[src/rtl/mem_port_arbiter.sv]
// Arbitrates one multi-cycle memory port between imem (read) and dmem (read/write) requesters.
// Define MEMARB_RR_EN for round-robin tie-breaking; default build gives dmem fixed priority.
module mem_port_arbiter #(
  parameter int TIMEOUT_CYC = 1024
) (
  input  logic        clk,
  input  logic        rst,
  input  logic [31:0] imem_addr,
  input  logic [3:0]  imem_rmask,
  output logic [31:0] imem_rdata,
  output logic        imem_resp,
  input  logic [31:0] dmem_addr,
  input  logic [3:0]  dmem_rmask,
  input  logic [3:0]  dmem_wmask,
  input  logic [31:0] dmem_wdata,
  output logic [31:0] dmem_rdata,
  output logic        dmem_resp,
  output logic [31:0] mem_addr,
  output logic [3:0]  mem_rmask,
  output logic [3:0]  mem_wmask,
  output logic [31:0] mem_wdata,
  input  logic [31:0] mem_rdata,
  input  logic        mem_resp,
  output logic        timeout_err
);
  localparam int CW = (TIMEOUT_CYC > 0) ? $clog2(TIMEOUT_CYC + 1) : 1;
  localparam logic [CW-1:0] CNT_MAX = CW'(TIMEOUT_CYC);

  typedef enum logic [1:0] {IDLE, ISSUE, WAIT} state_t;

  state_t        state_q, state_d;
  logic [31:0]   addr_q, addr_d, wdata_q, wdata_d;
  logic [3:0]    rmask_q, rmask_d, wmask_q, wmask_d;
  logic          grant_q, grant_d;          // 1 = dmem
  logic          last_grant_q, last_grant_d;
  logic [CW-1:0] wait_cnt_q, wait_cnt_d;
  logic          timeout_q, timeout_d;
  logic          pend_i, pend_d, pick_d, done;

  assign pend_i = |imem_rmask;
  assign pend_d = |dmem_rmask | |dmem_wmask;
  assign done   = (state_q == WAIT) && mem_resp;

`ifdef MEMARB_RR_EN
  assign pick_d = pend_d && (!pend_i || !last_grant_q);
`else
  assign pick_d = pend_d;
`endif

  always_comb begin
    state_d      = state_q;
    addr_d       = addr_q;
    wdata_d      = wdata_q;
    rmask_d      = rmask_q;
    wmask_d      = wmask_q;
    grant_d      = grant_q;
    last_grant_d = last_grant_q;
    wait_cnt_d   = wait_cnt_q;
    timeout_d    = timeout_q;
    case (state_q)
      IDLE: begin
        if (pend_i || pend_d) begin
          state_d = ISSUE;
          grant_d = pick_d;
          if (pick_d) begin
            addr_d  = dmem_addr;
            rmask_d = dmem_rmask;
            wmask_d = dmem_wmask;
            wdata_d = dmem_wdata;
          end else begin
            addr_d  = imem_addr;
            rmask_d = imem_rmask;
            wmask_d = 4'h0;
            wdata_d = 32'h0;
          end
        end
      end
      ISSUE: begin
        state_d    = WAIT;
        wait_cnt_d = '0;
      end
      WAIT: begin
        if (mem_resp) begin
          state_d      = IDLE;
          last_grant_d = grant_q;
        end else if (wait_cnt_q != CNT_MAX) begin
          wait_cnt_d = wait_cnt_q + 1'b1;
        end
        // Watchdog only flags; the transaction is never aborted.
        if (TIMEOUT_CYC != 0 && wait_cnt_q == CNT_MAX) timeout_d = 1'b1;
      end
      default: state_d = IDLE;
    endcase
  end

  always_ff @(posedge clk or negedge rst) begin
    if (!rst) begin
      state_q      <= IDLE;
      addr_q       <= '0;
      wdata_q      <= '0;
      rmask_q      <= '0;
      wmask_q      <= '0;
      grant_q      <= 1'b0;
      last_grant_q <= 1'b0;
      wait_cnt_q   <= '0;
      timeout_q    <= 1'b0;
    end else begin
      state_q      <= state_d;
      addr_q       <= addr_d;
      wdata_q      <= wdata_d;
      rmask_q      <= rmask_d;
      wmask_q      <= wmask_d;
      grant_q      <= grant_d;
      last_grant_q <= last_grant_d;
      wait_cnt_q   <= wait_cnt_d;
      timeout_q    <= timeout_d;
    end
  end

  assign mem_addr    = addr_q;
  assign mem_wdata   = wdata_q;
  assign mem_rmask   = (state_q == ISSUE) ? rmask_q : 4'h0;
  assign mem_wmask   = (state_q == ISSUE) ? wmask_q : 4'h0;
  assign imem_resp   = done && !grant_q;
  assign dmem_resp   = done && grant_q;
  assign imem_rdata  = imem_resp ? mem_rdata : 32'h0;
  assign dmem_rdata  = dmem_resp ? mem_rdata : 32'h0;
  assign timeout_err = timeout_q;
endmodule

[config.mk]
export PLATFORM = sky130hd
export DESIGN_NAME = mem_port_arbiter
export DESIGN_NICKNAME = d
export VERILOG_FILES = /design/src/rtl/mem_port_arbiter.sv
export SDC_FILE = /design/constraint.sdc
export NUM_CORES = 1
export LEC_CHECK = 0
export BUFFER_PORTS_ARGS = -buffer_cell sky130_fd_sc_hd__buf_4
export CORE_MARGIN = 4
export CORE_UTILIZATION = 25
export DETAILED_ROUTE_END_ITERATION = 12
export MAX_ROUTING_LAYER = met4
export PLACE_DENSITY = 0.49
export SKIP_LAST_GASP = 1
export SLEW_MARGIN = 10
export SYNTH_ARGS = -nofsm -noshare
export SYNTH_HDL_FRONTEND = slang
export SYNTH_SLANG_ARGS = --single-unit
[constraint.sdc]
create_clock -name clk -period 2.28 [get_ports clk]
set_input_delay 0.228 -clock clk [delete_from_list [all_inputs] [get_ports clk]]
set_output_delay 0.228 -clock clk [all_outputs]
set_load 0.01 [all_outputs]
; ---- Word-level counts from Yosys, hierarchy flattened
; Index checks and enable logic that the tools add are counted.
[totals]
output_inout_bits = 139
reg_bits = 87
elab_cells = 46
input_bits = 143
[classes]
reduce_logical = 14
n_bitwise = 1
n_addsub = 1
n_mux = 14
n_eq_ne = 8
[ops]
columns = op, n
row1 = 32-bit two-way mux, 4
row2 = 11-bit two-way mux, 2
row3 = 11-bit case mux with 2 select lines, 1
row4 = 4-bit two-way mux, 4
row5 = 4-bit OR reduction, 3
row6 = "11-bit by 1-bit adder with 11-bit output, second input constant", 1
row7 = "11-bit equality test, second input constant", 1
row8 = "11-bit != test, second input constant", 1
row9 = "2-bit != test, second input constant", 3
row10 = 2-bit case mux with 3 select lines, 1
row11 = 2-bit AND reduction, 3
row12 = 2-bit two-way mux, 2
row13 = 1-bit logical AND, 3
row14 = 3-bit AND reduction, 1
row15 = "2-bit by 1-bit equality test with 1-bit output, second input constant", 1
row16 = "2-bit equality test, second input constant", 1
row17 = 2-bit logical NOT, 1
row18 = "2-bit by 1-bit != test with 1-bit output, second input constant", 1
row19 = 2-bit nonzero test, 1
row20 = 1-bit logical NOT, 1
row21 = 1-bit logical OR, 1
row22 = 1-bit OR, 1

; ---- Depth between registers and ports, before layout
[logic_depth]
ltp_word = 5
mapped_depth = 5
mapped_depth_nobuf = 5

; ---- Worst setup path after synthesis
; OpenSTA, ideal clock, no wires.
[synth_path]
kind = flip-flop to flip-flop
startpoint = reg state_q[0]
endpoint = reg wmask_q[0]
path_buffers = 1
path_stages_with_launch = 6
required_time_ns = 2.152
setup_time_ns = 0.128
t_arrival_ns = 1.697
synth_period_minus_slack_ns = 1.824
path_slack_ns = 0.456
cell_sequence = dfrtp_1 nor2_1 nand2_1 nand2_2 buf_2 mux2_1
[synth_between]
elab_chain_len = 2
[synth_lines]
columns = item, line_no
row1 = start: declaration, 31  ; state_t state_q, state_d;
row2 = start signal: assignment, 108  ; state_q <= state_d;
row3 = 2-bit logical NOT, 60  ; case (state_q)
row4 = 2-bit AND reduction (no source line), --
row5 = end signal: assignment, 112  ; wmask_q <= wmask_d;
row6 = end: declaration, 33  ; logic [3:0] rmask_q, rmask_d, wmask_q, wmask_d;
; Every way passes these cells.
; A chain may end at the register's enable or synchronous reset.

; ---- Worst setup path after layout
[layout_path]
startpoint = reg state_q[1]
endpoint = out dmem_rdata[25]
[layout_between]
elab_chain_len = 4
[layout_lines]
columns = item, line_no
row1 = 2-bit equality test, --
row2 = 1-bit logical AND, 42  ; assign done = (state_q == WAIT) && mem_resp;
row3 = 1-bit logical AND, 125  ; assign dmem_resp = done && grant_q;
row4 = 32-bit two-way mux, 127  ; assign dmem_rdata = dmem_resp ? mem_rdata : 32'h0;
row5 = end: declaration, 16  ; output logic [31:0] dmem_rdata,
; Every way passes these cells.

==> impl_metrics.yaml <==
outcome:
  status: "finished clean"
worst_setup_path:
  worst_path_most_repeated_cell: "buf_4"
  cp.arrival_ps: 1850
  critPathMaxFanout: 33
  crit_path_start_kind: "flop"
  critPathKind: "flop to output pin"
  crit_required_ps: 2050
  rr_worst_depth: 5
  cp_cell_sequence: "nor2b_1 -> and3_1 -> buf_4 -> and2_1 -> buf_4"
  cpPeakStageDelay_ps: 450
  slowest_stage: "dfrtp_1"
  endpoint_kind: "output pin"
sta:
  final.setup_skew_ps: 5.94
  finalHoldViolCount: 0
  maxSlewHeadroom_pct: 61.2
  period_needed_ps: 2070
  maxSlewViolCount: 0
  max_slew.worst_pin.slew_ps: 582
  hold_slack_ps: 76.9
  tns_ps: 0
  post-route-period-util_pct: 91.0
  fmax_mhz: 482
  rsz0062_at_grt: "false"
  setup_viol: 0
clock_tree:
  cts_setup_buffers: 0
  hold_buffers: 1
  clock_latency_ps: 330
  cts_buffers: 9
  clk_path_buf_depth: 2
  cts_sinks: 87
  clk_pin_slew_ps: 70
  cts_tree: "built"
  cts.htree.levels: 3
  cts_resized: 0
  cts_root_buf: "clkbuf_16"
route:
  drt-initial-drc-count: 202
  drc: 0
  wire_per_inst_um: 16.4
  vias_per_cell: 4.62
  ant_nets: 0
  dr.pass1.iters: 4
  num_vias: 4326
  drt-total-wl_um: 15400
logic_synthesis:
  synth_ff_type: "dfrtp_1"
  synth_nets: 581
  yosysWarningCount: 0
  synth_seq_cells: 87
  synthCells: 436
  yosysSeqAreaShare_pct: 52.0
  synth_cell_types: 37
  synth.top_cells.by_area: "dfrtp_1 52%, and2_1 11%, a2bb2oi_1 7.5%"
  syn_area_um2: 4190
  synth_top_area_share_pct: 52.0
  async_reset_ff_share_pct: 100
  synth_edf_count: 0
  synth_top_area_cell: "dfrtp_1"
  avgSynthCellArea_um2: 9.60
pwr:
  power_density_nw_per_um2: 1120
  ir_drop_mv: 0.469
  leakage_nw: 3.48
floorplanning:
  ioPinCount: 282
  die_h_um: 137
  start_util_pct: 25.3
  coreArea_um2: 16500
  fp.dieW_um: 137
  die_area_um2: 18900
  num_rows: 47
placed_design:
  place.port_buffers: 281
  gp_congestion: 0.794
  hpwl_um: 12000
  placedInstanceArea_um2: 6570
finish:
  antenna_cells: 0
  utilization_pct: 41.9
  nNetsFinal: 857
  drive_gt1_share_pct: 44.5
  area_delta_synth_final_pct: 65.3
  layout_commonest_cell: "buf_4"
  layout_common_cells: "293 x buf_4, 87 x dfrtp_1, 77 x nand2_1, 72 x and2_1, 38 x nand3_1"
  final_area_um2: 6920
global_routing:
  grt_overflow: 0
  grt.total_usage_pct: 15.9
  grt_max_degree: 45
  grt_pass1_wl_um: 22700
  antenna_found_initial: 0
  grt_pass1_vias: 4337
flow_run:
  drv_cap: 0
hold_path:
  hold_class: "primary input to flop"
  min_path_cells: 3
Yosys cell counts (all sizes together) (4+ instances only):
cell type  number
dfrtp          87
nand2          78
and2           72
nand3          38
a2bb2oi        36
o22ai          32
clkbuf         24
nor2           11
o21ai           9
buf             6
nor4            5
nand4           4
path summary, 6_finish.rpt:
path                                start  slack (ps)        endpoint
setup / recovery               state_q[1]         210  dmem_rdata[25]
hold / removal             dmem_wdata[14]          80   mem_wdata[14]
setup reg to reg               state_q[0]         560    mem_addr[25]
hold reg to reg               timeout_err         460     timeout_err
max in group asynchronous             rst        1200    mem_addr[20]
min in group asynchronous             rst         420   mem_wdata[15]
routing by layer:
layer,wire length (um),share of wire (%),global-route usage (%),vias up
met3,1530,10,5.00,14
met4,248,1.6,4.38,0
met2,7730,50,27.7,185
met1,5850,38,17.4,2038
met5,0,0,-,-
li1,-,-,-,2089
worst max-delay path: cells and delay by family (launching register included):
family,cells,cell delay [ps]
flops,1,450
buf+inv,2,380
simple gates,3,670
logic make-up after synthesis:
kind of cell | share of synthesized area (%)
buf+inv | 3.11
mux | 1.52
compound gates | 15.8
fa+ha+maj | 0.598
flops | 52.0
simple gates | 27.0
registers in the layout, indices dropped and copies added (netlist names):
name,count
state_q,2
mem_wdata,32
wait_cnt_q,11
grant_q,1
mem_addr,32
timeout_err,1
rmask_q,4
wmask_q,4
where the power goes:
part / internal, mW / switching, mW / total [mW] / leakage (nW)
Combinational: 1.78 / 1.83 / 3.61 / 2.28
Clock: 1.05 / 0.607 / 1.66 / 0.165
Sequential: 2.13 / 0.356 / 2.49 / 1.03
cell type report:
cell class | instances | area [um2]
fillers | 1664 | 9600
repair buffers | 295 | 2230
flip-flops and latches | 87 | 2180
multi-input cells | 316 | 1890
well taps | 220 | 275
clock buffers | 12 | 267
clock inverters | 4 | 76.3
inverters | 3 | 11.3
metrics by stage:
| stage | setup slack (ps) | power [mW] | cells |
|---|---|---|---|
| CTS | 213 | 7.89 | 937 |
| finish | 205 | 7.76 | 937 |
| global placement | 469 | 6.15 | 920 |
| global route | 97.3 | 8.29 | 937 |
| detailed placement | 434 | 6.20 | 920 |
| floorplan | 456 | 4.38 | 436 |
No activity file was read; power rests on OpenSTA's default activity.
